<file path="config.mk">
export PLATFORM = sky130hd
export DESIGN_NAME = v_decode_queue
export DESIGN_NICKNAME = d
export VERILOG_FILES = /design/src/rtl/v_pkg.sv /design/src/rtl/v_instr_fifo.sv /design/src/rtl/v_decode_queue.sv
export SDC_FILE = /design/constraint.sdc
export NUM_CORES = 1
export LEC_CHECK = 0
export BUFFER_PORTS_ARGS = -buffer_cell sky130_fd_sc_hd__buf_2
export CAP_MARGIN = 20
export CELL_PAD_IN_SITES_DETAIL_PLACEMENT = 1
export CELL_PAD_IN_SITES_GLOBAL_PLACEMENT = 1
export CORE_MARGIN = 1
export CORE_UTILIZATION = 49
export CTS_CLUSTER_SIZE = 24
export DETAILED_ROUTE_END_ITERATION = 7
export PLACE_DENSITY_LB_ADDON = 0.1
export SETUP_SLACK_MARGIN = 0.5
export SLEW_MARGIN = 10
export SYNTH_ARGS = -nofsm -noshare
export SYNTH_HDL_FRONTEND = slang
export SYNTH_SLANG_ARGS = --single-unit
export TNS_END_PERCENT = 50
</file>
<file path="constraint.sdc">
create_clock -name clk -period 8.8 [get_ports clk]
set_input_delay 0.88 -clock clk [delete_from_list [all_inputs] [get_ports clk]]
set_output_delay 0.88 -clock clk [all_outputs]
set_load 0.01 [all_outputs]
</file>
<file path="src/rtl/v_pkg.sv">
// Shared encodings and record types for the queued RVV decoder.
// Opcode/funct3 constants, funct6 unit groups, vtype and the decode-register record.
package v_pkg;

    localparam logic [6:0] OPC_LTYPE = 7'b0000111;
    localparam logic [6:0] OPC_STYPE = 7'b0100111;
    localparam logic [6:0] OPC_RTYPE = 7'b1010111;

    localparam logic [2:0] OPI_VV = 3'b000, OPF_VV = 3'b001, OPM_VV = 3'b010, OPI_VI = 3'b011,
                           OPI_VX = 3'b100, OPF_VF = 3'b101, OPM_VX = 3'b110, OP_SET = 3'b111;

    localparam logic [1:0] MOP_UNIT = 2'b00, MOP_IDX_U = 2'b01, MOP_STRIDE = 2'b10, MOP_IDX_O = 2'b11;

    localparam logic [5:0] F6_RED_LO = 6'b000000, F6_RED_HI = 6'b000111;
    localparam logic [5:0] F6_SLD_LO = 6'b001100, F6_SLD_HI = 6'b001111;
    localparam logic [5:0] F6_MUL_LO = 6'b100100, F6_MUL_HI = 6'b101111;

    typedef struct packed {
        logic       vill;
        logic       vma;
        logic       vta;
        logic [2:0] vsew;
        logic [2:0] vlmul;
    } vtype_t;

    typedef struct packed {
        logic [5:0]  alu_op;
        logic [5:0]  mul_op;
        logic [5:0]  lsu_op;
        logic [5:0]  sldu_op;
        logic [5:0]  red_op;
        logic [4:0]  vd;
        logic [4:0]  vrs1;
        logic [4:0]  vrs2;
        logic [4:0]  imm;
        logic [31:0] rs1_data;
        logic [31:0] rs2_data;
        logic [31:0] vl;
        vtype_t      vtype;
        logic        is_vconfig;
        logic        illegal;
        logic        rd_we;
        logic [31:0] rd_data;
    } decoded_instr_t;

    function automatic logic f6_in(input logic [5:0] f6, input logic [5:0] lo, input logic [5:0] hi);
        return (f6 >= lo) && (f6 <= hi);
    endfunction

endpackage

</file>
<file path="src/rtl/v_instr_fifo.sv">
// Synchronous instruction FIFO; a pop in the same cycle frees a slot for a push while full.
module v_instr_fifo #(
    parameter int DEPTH = 4,
    parameter int WIDTH = 96
) (
    input  logic             clk,
    input  logic             nrst,
    input  logic             push,
    input  logic [WIDTH-1:0] wdata,
    input  logic             pop,
    output logic [WIDTH-1:0] rdata,
    output logic             empty,
    output logic             full
);
    localparam int AW = $clog2(DEPTH);
    localparam logic [AW:0] PTR_ONE = (AW+1)'(1);

    logic [WIDTH-1:0] mem [DEPTH];
    logic [AW:0]      wr_ptr, rd_ptr;
    logic             do_push, do_pop;

    // Extra pointer bit distinguishes full from empty when the indices match.
    assign empty   = (wr_ptr == rd_ptr);
    assign full    = (wr_ptr[AW] != rd_ptr[AW]) && (wr_ptr[AW-1:0] == rd_ptr[AW-1:0]);
    assign do_pop  = pop && !empty;
    assign do_push = push && (!full || do_pop);
    assign rdata   = mem[rd_ptr[AW-1:0]];

    always_ff @(posedge clk or negedge nrst) begin
        if (!nrst) begin
            wr_ptr <= '0;
            rd_ptr <= '0;
        end else begin
            if (do_push) wr_ptr <= wr_ptr + PTR_ONE;
            if (do_pop)  rd_ptr <= rd_ptr + PTR_ONE;
        end
    end

    always_ff @(posedge clk) begin
        if (do_push) mem[wr_ptr[AW-1:0]] <= wdata;
    end

endmodule

</file>
<file path="src/rtl/v_decode_queue.sv">
// Queued RVV decoder: FIFO-buffered instructions decoded into a registered, handshaked output
// stage; owns vl/vtype and executes vsetvli/vsetivli/vsetvl itself.
module v_decode_queue
    import v_pkg::*;
#(
    parameter int         VLEN       = 512,
    parameter int         ELEN       = 32,
    parameter int         FIFO_DEPTH = 4,
    parameter logic [5:0] OFF_SIGNAL = 6'd0
) (
    input  logic                   clk,
    input  logic                   nrst,
    input  logic                   in_valid,
    output logic                   in_ready,
    input  logic [31:0]            in_instr,
    input  logic [31:0]            in_rs1_data,
    input  logic [31:0]            in_rs2_data,
    output logic                   out_valid,
    input  logic                   out_ready,
    output logic [5:0]             v_alu_op,
    output logic [5:0]             v_mul_op,
    output logic [5:0]             v_lsu_op,
    output logic [5:0]             v_sldu_op,
    output logic [5:0]             v_red_op,
    output logic [4:0]             vd,
    output logic [4:0]             vrs1,
    output logic [4:0]             vrs2,
    output logic [4:0]             imm,
    output logic [31:0]            rs1_data,
    output logic [31:0]            rs2_data,
    output logic [$clog2(VLEN):0]  vl,
    output logic [2:0]             vsew,
    output logic [2:0]             vlmul,
    output logic                   is_vconfig,
    output logic                   illegal,
    output logic                   rd_we,
    output logic [31:0]            rd_data
);
    localparam int VL_W = $clog2(VLEN) + 1;
    localparam decoded_instr_t DEC_RST = '{alu_op: OFF_SIGNAL, mul_op: OFF_SIGNAL, lsu_op: OFF_SIGNAL,
                                           sldu_op: OFF_SIGNAL, red_op: OFF_SIGNAL, default: '0};
    localparam vtype_t VTYPE_RST = '{vill: 1'b1, default: '0};

    function automatic logic [31:0] vlmax_of(input logic [2:0] sew_code, input logic [2:0] lmul_code);
        return (32'(VLEN) >> (32'(sew_code) + 32'd3)) << lmul_code;
    endfunction

    function automatic logic [31:0] sat_vl(input logic [31:0] avl, input logic [31:0] vlmax);
        return (avl < vlmax) ? avl : vlmax;
    endfunction

    logic           fifo_empty, fifo_full, load_p1, vld_p1;
    logic [95:0]    head_p0;
    logic [31:0]    instr_p0, rs1_p0, rs2_p0;
    logic [6:0]     opc_p0;
    logic [2:0]     f3_p0;
    logic [5:0]     f6_p0;
    decoded_instr_t dec_p0, dec_p1;
    vtype_t         vtype_q, vtype_nxt;
    logic [31:0]    vl_q, vl_nxt;
    logic           cfg_ok, reg_avl, cfg_rsvd, new_vill;
    logic [7:0]     cfg_bits;
    logic [31:0]    avl, vlmax;

    assign in_ready = !fifo_full;
    assign load_p1  = !fifo_empty && (!vld_p1 || out_ready);

    v_instr_fifo #(.DEPTH(FIFO_DEPTH), .WIDTH(96)) u_fifo (
        .clk   (clk),
        .nrst  (nrst),
        .push  (in_valid),
        .wdata ({in_instr, in_rs1_data, in_rs2_data}),
        .pop   (load_p1),
        .rdata (head_p0),
        .empty (fifo_empty),
        .full  (fifo_full)
    );

    // p0: decode the FIFO head and compute the vl/vtype it would establish
    assign {instr_p0, rs1_p0, rs2_p0} = head_p0;
    assign opc_p0 = instr_p0[6:0];
    assign f3_p0  = instr_p0[14:12];
    assign f6_p0  = instr_p0[31:26];

    always_comb begin
        dec_p0          = DEC_RST;
        dec_p0.vd       = instr_p0[11:7];
        dec_p0.vrs1     = instr_p0[19:15];
        dec_p0.vrs2     = instr_p0[24:20];
        dec_p0.rs1_data = rs1_p0;
        dec_p0.rs2_data = rs2_p0;
        vtype_nxt = vtype_q;
        vl_nxt    = vl_q;
        cfg_ok    = 1'b0;
        reg_avl   = 1'b0;
        cfg_rsvd  = 1'b0;
        new_vill  = 1'b0;
        cfg_bits  = '0;
        avl       = '0;
        vlmax     = '0;

        if (opc_p0 == OPC_LTYPE || opc_p0 == OPC_STYPE) begin
            dec_p0.lsu_op = f6_p0;
            if (instr_p0[27:26] == MOP_UNIT) dec_p0.vrs2 = '0;
        end else if (opc_p0 == OPC_RTYPE) begin
            case (f3_p0)
                OP_SET: begin
                    dec_p0.vrs2 = '0;
                    if (!instr_p0[31]) begin
                        cfg_ok   = 1'b1;
                        reg_avl  = 1'b1;
                        cfg_bits = instr_p0[27:20];
                        cfg_rsvd = |instr_p0[30:28];
                        avl      = rs1_p0;
                    end else if (instr_p0[31:30] == 2'b11) begin
                        cfg_ok      = 1'b1;
                        cfg_bits    = instr_p0[27:20];
                        cfg_rsvd    = |instr_p0[29:28];
                        avl         = 32'(instr_p0[19:15]);
                        dec_p0.vrs1 = '0;
                        dec_p0.imm  = instr_p0[19:15];
                    end else if (instr_p0[31:25] == 7'b1000000) begin
                        cfg_ok   = 1'b1;
                        reg_avl  = 1'b1;
                        cfg_bits = rs2_p0[7:0];
                        cfg_rsvd = |rs2_p0[31:8];
                        avl      = rs1_p0;
                    end else begin
                        dec_p0.illegal = 1'b1;
                    end
                end
                OPF_VV, OPF_VF: dec_p0.illegal = 1'b1;
                OPM_VV, OPM_VX: begin
                    if (f6_in(f6_p0, F6_RED_LO, F6_RED_HI))      dec_p0.red_op  = f6_p0;
                    else if (f6_in(f6_p0, F6_MUL_LO, F6_MUL_HI)) dec_p0.mul_op  = f6_p0;
                    else if (f6_in(f6_p0, F6_SLD_LO, F6_SLD_HI)) dec_p0.sldu_op = f6_p0;
                    else                                         dec_p0.illegal = 1'b1;
                end
                default: begin
                    if (f6_in(f6_p0, F6_SLD_LO, F6_SLD_HI)) dec_p0.sldu_op = f6_p0;
                    else                                    dec_p0.alu_op  = f6_p0;
                    if (f3_p0 == OPI_VI) begin
                        dec_p0.vrs1 = '0;
                        dec_p0.imm  = instr_p0[19:15];
                    end
                end
            endcase
        end else begin
            dec_p0.illegal = 1'b1;
        end

        // Fractional/reserved LMUL, SEW > ELEN or reserved bits set all land in vill with vl=0.
        if (cfg_ok) begin
            new_vill = cfg_rsvd || cfg_bits[2] || cfg_bits[5] ||
                       ((32'd8 << cfg_bits[5:3]) > 32'(ELEN));
            vlmax    = vlmax_of(cfg_bits[5:3], cfg_bits[2:0]);
            if (new_vill) begin
                vtype_nxt = VTYPE_RST;
                vl_nxt    = '0;
            end else begin
                vtype_nxt = '{vill: 1'b0, vma: cfg_bits[7], vta: cfg_bits[6],
                              vsew: cfg_bits[5:3], vlmul: cfg_bits[2:0]};
                if (reg_avl && instr_p0[19:15] == 5'd0 && instr_p0[11:7] != 5'd0) vl_nxt = vlmax;
                else if (reg_avl && instr_p0[19:15] == 5'd0)                       vl_nxt = sat_vl(vl_q, vlmax);
                else                                                               vl_nxt = sat_vl(avl, vlmax);
            end
            dec_p0.is_vconfig = 1'b1;
            dec_p0.rd_we      = 1'b1;
            dec_p0.rd_data    = vl_nxt;
        end
        dec_p0.vl    = vl_nxt;
        dec_p0.vtype = vtype_nxt;
    end

    // p1: decode register and architectural vl/vtype, both committed on load
    always_ff @(posedge clk or negedge nrst) begin
        if (!nrst) begin
            vld_p1  <= 1'b0;
            dec_p1  <= DEC_RST;
            vtype_q <= VTYPE_RST;
            vl_q    <= '0;
        end else if (load_p1) begin
            vld_p1  <= 1'b1;
            dec_p1  <= dec_p0;
            vtype_q <= vtype_nxt;
            vl_q    <= vl_nxt;
        end else if (out_ready) begin
            vld_p1  <= 1'b0;
        end
    end

    assign out_valid  = vld_p1;
    assign v_alu_op   = dec_p1.alu_op;
    assign v_mul_op   = dec_p1.mul_op;
    assign v_lsu_op   = dec_p1.lsu_op;
    assign v_sldu_op  = dec_p1.sldu_op;
    assign v_red_op   = dec_p1.red_op;
    assign vd         = dec_p1.vd;
    assign vrs1       = dec_p1.vrs1;
    assign vrs2       = dec_p1.vrs2;
    assign imm        = dec_p1.imm;
    assign rs1_data   = dec_p1.rs1_data;
    assign rs2_data   = dec_p1.rs2_data;
    assign vl         = dec_p1.vl[VL_W-1:0];
    assign vsew       = dec_p1.vtype.vsew;
    assign vlmul      = dec_p1.vtype.vlmul;
    assign is_vconfig = dec_p1.is_vconfig;
    assign illegal    = dec_p1.illegal;
    assign rd_we      = dec_p1.rd_we;
    assign rd_data    = dec_p1.rd_data;

    logic unused_tag_bits;
    assign unused_tag_bits = ^{dec_p1.vl[31:VL_W], dec_p1.vtype.vill, dec_p1.vtype.vma, dec_p1.vtype.vta};

endmodule

</file>
* Word level (Yosys, flattened, before mapping)
Memories as Yosys holds them, arrays and structs flattened.
Cells that the tools add are included.
** Word-level totals
- Memories :: 1
- Bits in writable memories :: 384
- Output and inout bits :: 167
- Flip-flop bits (word level) :: 194
- Input port bits :: 100
** Memories
- u_fifo.mem :: words 4, width 96, read ports 1, clocked after memory_dff 0, wr ports 1, line v_instr_fifo.sv:18 : logic [WIDTH-1:0] mem [DEPTH];
** Operators by class
- $lt $le $gt $ge :: 9
- Multiplexer cells :: 80
- Reduce and logical (&&, ||, !) cells :: 31
- Shifts and indexed selects :: 3
- Equal/unequal tests :: 14
- Add/subtract/negate cells :: 3
** Operators with widths (number)
- $mux 32 :: 11
- $mux 6 :: 18
- $lt 32x32->1 :: 2
- $mux 5 :: 11
- $mux 12 :: 4
- $mux 33 :: 1
- $gt 32x6->1 const B :: 1
- $shl 32x3->32 :: 1
- $shl 4x3->32 const A :: 1
- $shr 10x4->32 const A :: 1
- $mux 1 :: 30
- $reduce_or 24->1 :: 1
- $pmux 5 s2 :: 2
- $mux 15 :: 1
- $eq 7x7->1 const B :: 2
- $pmux 6 s2 :: 1
- $eq 3x3->1 const B :: 3
- $logic_and 1x1->1 :: 9
- $eq 7x3->1 const B :: 1
- $eq 7x6->1 const B :: 1
- $add 3x1->3 const B :: 2
- $eq 3x2->1 const B :: 2
- $ge 6x1->1 const B :: 1
- $ge 6x4->1 const B :: 1
- other kinds (22) :: 32

* Depth between registers and ports, before layout
An unclocked memory read counts as a cell.
- Depth in word-level cells :: 17
- Depth in mapped cells :: 27
- Depth with buffers taken out :: 18

* By module
From an unflattened synthesis, not the netlist that was laid out.
** Unflattened totals
- Cells, all modules :: 1665
- Area total of the unflattened synthesis :: 24412.2 µm²
** Modules (own cells, without submodules)
- v_instr_fifo :: times used 1, seq. area each 11681.2 µm², area an instance 14267.4 µm², cells an instance 549
- v_decode_queue :: times used 1, seq. area each 4679.5 µm², area an instance 10144.7 µm², cells an instance 1116

* Worst setup path after synthesis
OpenSTA, ideal clock, no wires.
- Kind :: register to register
- Start point :: reg u_fifo.rd_ptr[0]
- End point :: reg vl_q[13]
- Data arrival time :: 6.275 ns
- Buffers on the path :: 10
- Cell stages (with the launch flop) :: 27
- Period minus slack after synthesis :: 6.357 ns
- Setup slack :: 2.443 ns
- Library setup time :: 0.083 ns
- Required time :: 8.717 ns
- Cell sequence :: dfrtp_1 buf_6 buf_12 buf_6 buf_8 buf_6 buf_4 buf_4 buf_1 mux4_2 ha_1 and2_1 nand3_1 clkbuf_1 a21oi_1 inv_1 ha_1 a21o_1 a21o_1 a221oi_1 o211ai_1 nor4_1 o211a_1 buf_2 mux2_1 a221o_1 o21ai_0
** Between the ends
- Word-level cells in the longest chain between the ends :: 16
** RTL lines
- from (decl) :: line v_instr_fifo.sv:19 : logic [AW:0] wr_ptr, rd_ptr;
- from (signal assigned) :: line v_instr_fifo.sv:35 : if (do_pop) rd_ptr <= rd_ptr + PTR_ONE;
- $mem_v2 4x96
- $eq 7x7->1 :: line v_decode_queue.sv:122 : end else if (instr_p0[31:25] == 7'b1000000) begin
- $mux 6 :: line v_decode_queue.sv:122
- $mux 6 :: line v_decode_queue.sv:115 : end else if (instr_p0[31:30] == 2'b11) begin
- $mux 6 :: line v_decode_queue.sv:109 : if (!instr_p0[31]) begin
- $mux 6 :: line v_decode_queue.sv:106 : case (f3_p0)
- $mux 6 :: line v_decode_queue.sv:105 : end else if (opc_p0 == OPC_RTYPE) begin
- $mux 6 :: line v_decode_queue.sv:102 : if (opc_p0 == OPC_LTYPE || opc_p0 == OPC_STYPE) begin
- $add 3x2->4 :: line v_decode_queue.sv:45 : return (32'(VLEN) >> (32'(sew_code) + 32'd3)) << lmul_code;
- $shr 10x4->32 :: line v_decode_queue.sv:45
- $shl 32x3->32 :: line v_decode_queue.sv:45
- $lt 32x32->1 :: line v_decode_queue.sv:49 : return (avl < vlmax) ? avl : vlmax;
- $mux 32 :: line v_decode_queue.sv:49
- $mux 32 :: line v_decode_queue.sv:164 : else if (reg_avl && instr_p0[19:15] == 5'd0) vl_nxt = sat_vl(vl_q, vlmax);
- $mux 32 :: line v_decode_queue.sv:163 : if (reg_avl && instr_p0[19:15] == 5'd0 && instr_p0[11:7] != 5'd0) vl_nxt = vlmax;
- $mux 32 :: line v_decode_queue.sv:157 : if (new_vill) begin
- to (signal assigned) :: line v_decode_queue.sv:186 : vl_q <= vl_nxt;
- to (decl) :: line v_decode_queue.sv:60 : logic [31:0] vl_q, vl_nxt;
Parallel ways exist; a longest one is shown, timed or not.
A chain may end at the register's enable or synchronous reset.

* Worst setup path after layout
- Start point :: reg u_fifo.rd_ptr[0]
- End point :: reg vl_q[4]
Same word-level chain as after synthesis.

==> qor.txt <==
share of layout cells above drive strength 1 - 24.9%
all-layer global routing usage - 24.6%
final setup violation count - 0
Filler cells - 4778
Initial Util - 50.0%
Clock Tree Buf Depth - 3
Final period util - 87.1%
grt ovf - 0
Avg Inst Size Synth - 14.5 um^2
CP cell instances - mux4_1 > nand2b_1 > a2bb2oi_1 > a21oi_1 > a2111oi_0 > o21ai_0 > a21oi_1 > inv_1 > ha_1 > a21o_1 > a21o_1 > a221oi_1 > o211ai_1 > nor4_1 > o211ai_2 > a2111oi_4 > o21ai_0 > a22oi_1
VDD IR max - 0.185 mV
synthesized flop and latch total - 577
1st-pass router iterations - 4
Slew @ Worst Pin - 1.06 ns
Final Util - 55.6%
first-pass GRT wire length - 93100 um
dominant register cell in the synthesized netlist - edfxtp_1
detailed-route via count - 14200
DR vias/cell - 5.61
Setup CP Type - reg2reg
FP Rows - 81
# DRC - 0
RSZ-0062 raised after global routing - no
routed wire length - 62000 um
clock share of power - 26.9%
post-synth top area share - 46.7%
Num CTS Buffers - 59
Min Hold Slack - 0.254 ns
antenna violations before repair - 13
Worst Path Arrival - 8.17 ns
Logic pwr share - 32.3%
# resized after CTS - 0
register area share after synthesis - 66.3%
min Tclk post-route - 7.67 ns
CTS tree - done
post-CTS setup buffers - 0
Post-CTS Hold Fix Bufs - 0
Post-Synthesis Cells - 1699
Net Sw Power - 3320 uW
Starting DRT DRC Count - 906
Die Y - 226 um
Clock Sinks - 577
# H-tree levels - 2
Crit-path slowest cell - a2111oi_4
leading area contributor after synthesis - edfxtp_1
f_max - 0.130 GHz
EDFF count, synth - 384
count leader, synth - edfxtp_1
crit path launch type - flop
Synth top cells by count - edfxtp_1, nand2_1, dfrtp_1
final hold violation count - 0
Multi-input gate area - 0.00666 mm^2
status - finished, final reports clean
Final Slew Violations - 0
vias in the first global route - 15000
PwrDens - 343 mW/mm^2
synthesized area - 0.0247 mm^2
setup tns final - 0 ns
Worst path max stage delay - 0.86 ns
Die W - 226 um
Clock Latency Late Sink - 0.64 ns
final RePlAce weighted congestion - 0.892
Hold WC Path Type - in2async
post-synthesis async set-or-reset flop share - 33.4%
Worst Skew - 0.0499 ns
CTS Root Cell - clkbuf_16
Area contributors post-synth - edfxtp_1, dfrtp_1, mux4_2
Distinct cells, synth - 82
dpl hpwl - 42000 um
yosys warns - 0
Sequential Power Share - 40.8%
Worst R2R Setup Slack - 1.13 ns
Crit. End Element - flop
Pleak - 0.0111 uW
Synthesized Nets - 1833
Int Power - 6070 uW
final net count - 1946
largest net degree at the start of global routing - 80
antenna viol nets, final - 0
Die ar. - 0.0513 mm^2
Switching Share - 35.4%
CP required - 9.30 ns
Core Region - 0.0494 mm^2
CP max FO - 27
Boundary Pins - 267
FF+latch area - 0.0164 mm^2
P&R area growth vs syn - 11.1%
Port-buffer cells - 266
Routed wire per std cell - 24.5 um
headroom to the max-slew limit - 29.2%
Max Cap Violations - 0
CTS clk-pin slew, worst paths - 0.06 ns
[layout by cell type, fill, tap and decap left out, types with 21 or more instances in the layout]
| cell | n |
|---|---|
| and2_1 | 38 |
| edfxtp_1 | 384 |
| inv_1 | 29 |
| nor2b_1 | 21 |
| o21ai_0 | 44 |
| clkbuf_1 | 21 |
| clkbuf_16 | 59 |
| mux4_1 | 32 |
| mux4_2 | 59 |
| ha_1 | 34 |
| nand2_1 | 320 |
| a21oi_1 | 23 |
| dfrtp_1 | 191 |
| nand3_1 | 24 |
| nor2_1 | 42 |
| buf_2 | 265 |
[critical path: cells and delay by family, from the launching register on]
kind                     cells  cell delay [ns]
AO/OA/AOI/OAI               13             4.56
AND/OR/NAND/NOR              2             0.92
multiplexers                 1             0.82
flip-flops                   1             0.81
adder cells (fa/ha/maj)      1             0.30
buffers and inverters        1             0.12
[sequential cells by signal (all words and copies together), names as in the netlist, 3 cells and up]
signal,count
v_mul_op,6
v_lsu_op,6
rd_data,32
v_sldu_op,6
vtype_q,6
vrs1,5
rs2_data,32
u_fifo.wr_ptr,3
v_alu_op,6
vrs2,5
vl_q,32
u_fifo.mem,384
rs1_data,32
v_red_op,6
vd,5
imm,5
u_fifo.rd_ptr,3
[path summary, 6_finish.rpt]
kind                                  startpoint                end  cells past startpoint
worst max-delay path            u_fifo.rd_ptr[0]            vl_q[4]                     18
worst min-delay path                        nrst        rd_data[22]                      1
worst max register to register  u_fifo.rd_ptr[0]            vl_q[4]                     18
worst min register to register        rd_data[0]         rd_data[0]                      2
max in group asynchronous                   nrst   u_fifo.rd_ptr[1]                      2
min in group clk                 in_rs1_data[31]  u_fifo.mem[3][63]                      1
[metal layers]
| layer | up-vias | track usage (%) | wire, um |
|---|---|---|---|
| li1 | 6343 | - | - |
| met1 | 7414 | 32.3 | 26300 |
| met2 | 331 | 41.5 | 31000 |
| met3 | 91 | 5.79 | 3550 |
| met4 | 16 | 5.43 | 1130 |
| met5 | - | 0 | 92 |
[power groups by stage]
stage | clock network (uW) | logic [uW] | registers, uW
after floorplan | 0 | 2330 | 3760
after global placement | 0 | 3010 | 3860
after detailed placement | 0 | 3060 | 3890
after CTS | 2590 | 3090 | 3850
after global routing | 2670 | 3300 | 3890
final | 2530 | 3030 | 3840
[final cells by class]
cell class	instances	area share, %
Sequential cell	577	59.7
Multi-Input combinational cell	862	24.3
Clock buffer	91	6.22
Timing Repair Buffer	283	5.35
Tap cell	664	3.03
Clock inverter	20	0.990
Inverter	29	0.397
Antenna cell	4	0.0365
[stage by stage]
| step | instances | area (um^2) | total power [uW] | worst slack [ns] |
|---|---|---|---|---|
| after floorplan | 1699 | 24700 | 6090 | 2.44 |
| after global placement | 2415 | 25400 | 6860 | 1.48 |
| after detailed placement | 2415 | 25400 | 6950 | 1.22 |
| after CTS | 2526 | 27400 | 9520 | 1.16 |
| after global routing | 2526 | 27400 | 9870 | 0.593 |
| final | 2530 | 27400 | 9400 | 1.13 |
[cells by family after synthesis]
| kind of cell | count (synthesis) | synth area share (%) |
|---|---|---|
| AO/OA/AOI/OAI | 180 | 5.24 |
| AND/OR/NAND/NOR | 529 | 9.93 |
| adder cells (fa/ha/maj) | 34 | 1.72 |
| buffers and inverters | 260 | 6.83 |
| flip-flops | 577 | 66.3 |
| XOR/XNOR | 10 | 0.355 |
| multiplexers | 109 | 9.61 |
Power figures use the tool's default switching activity.
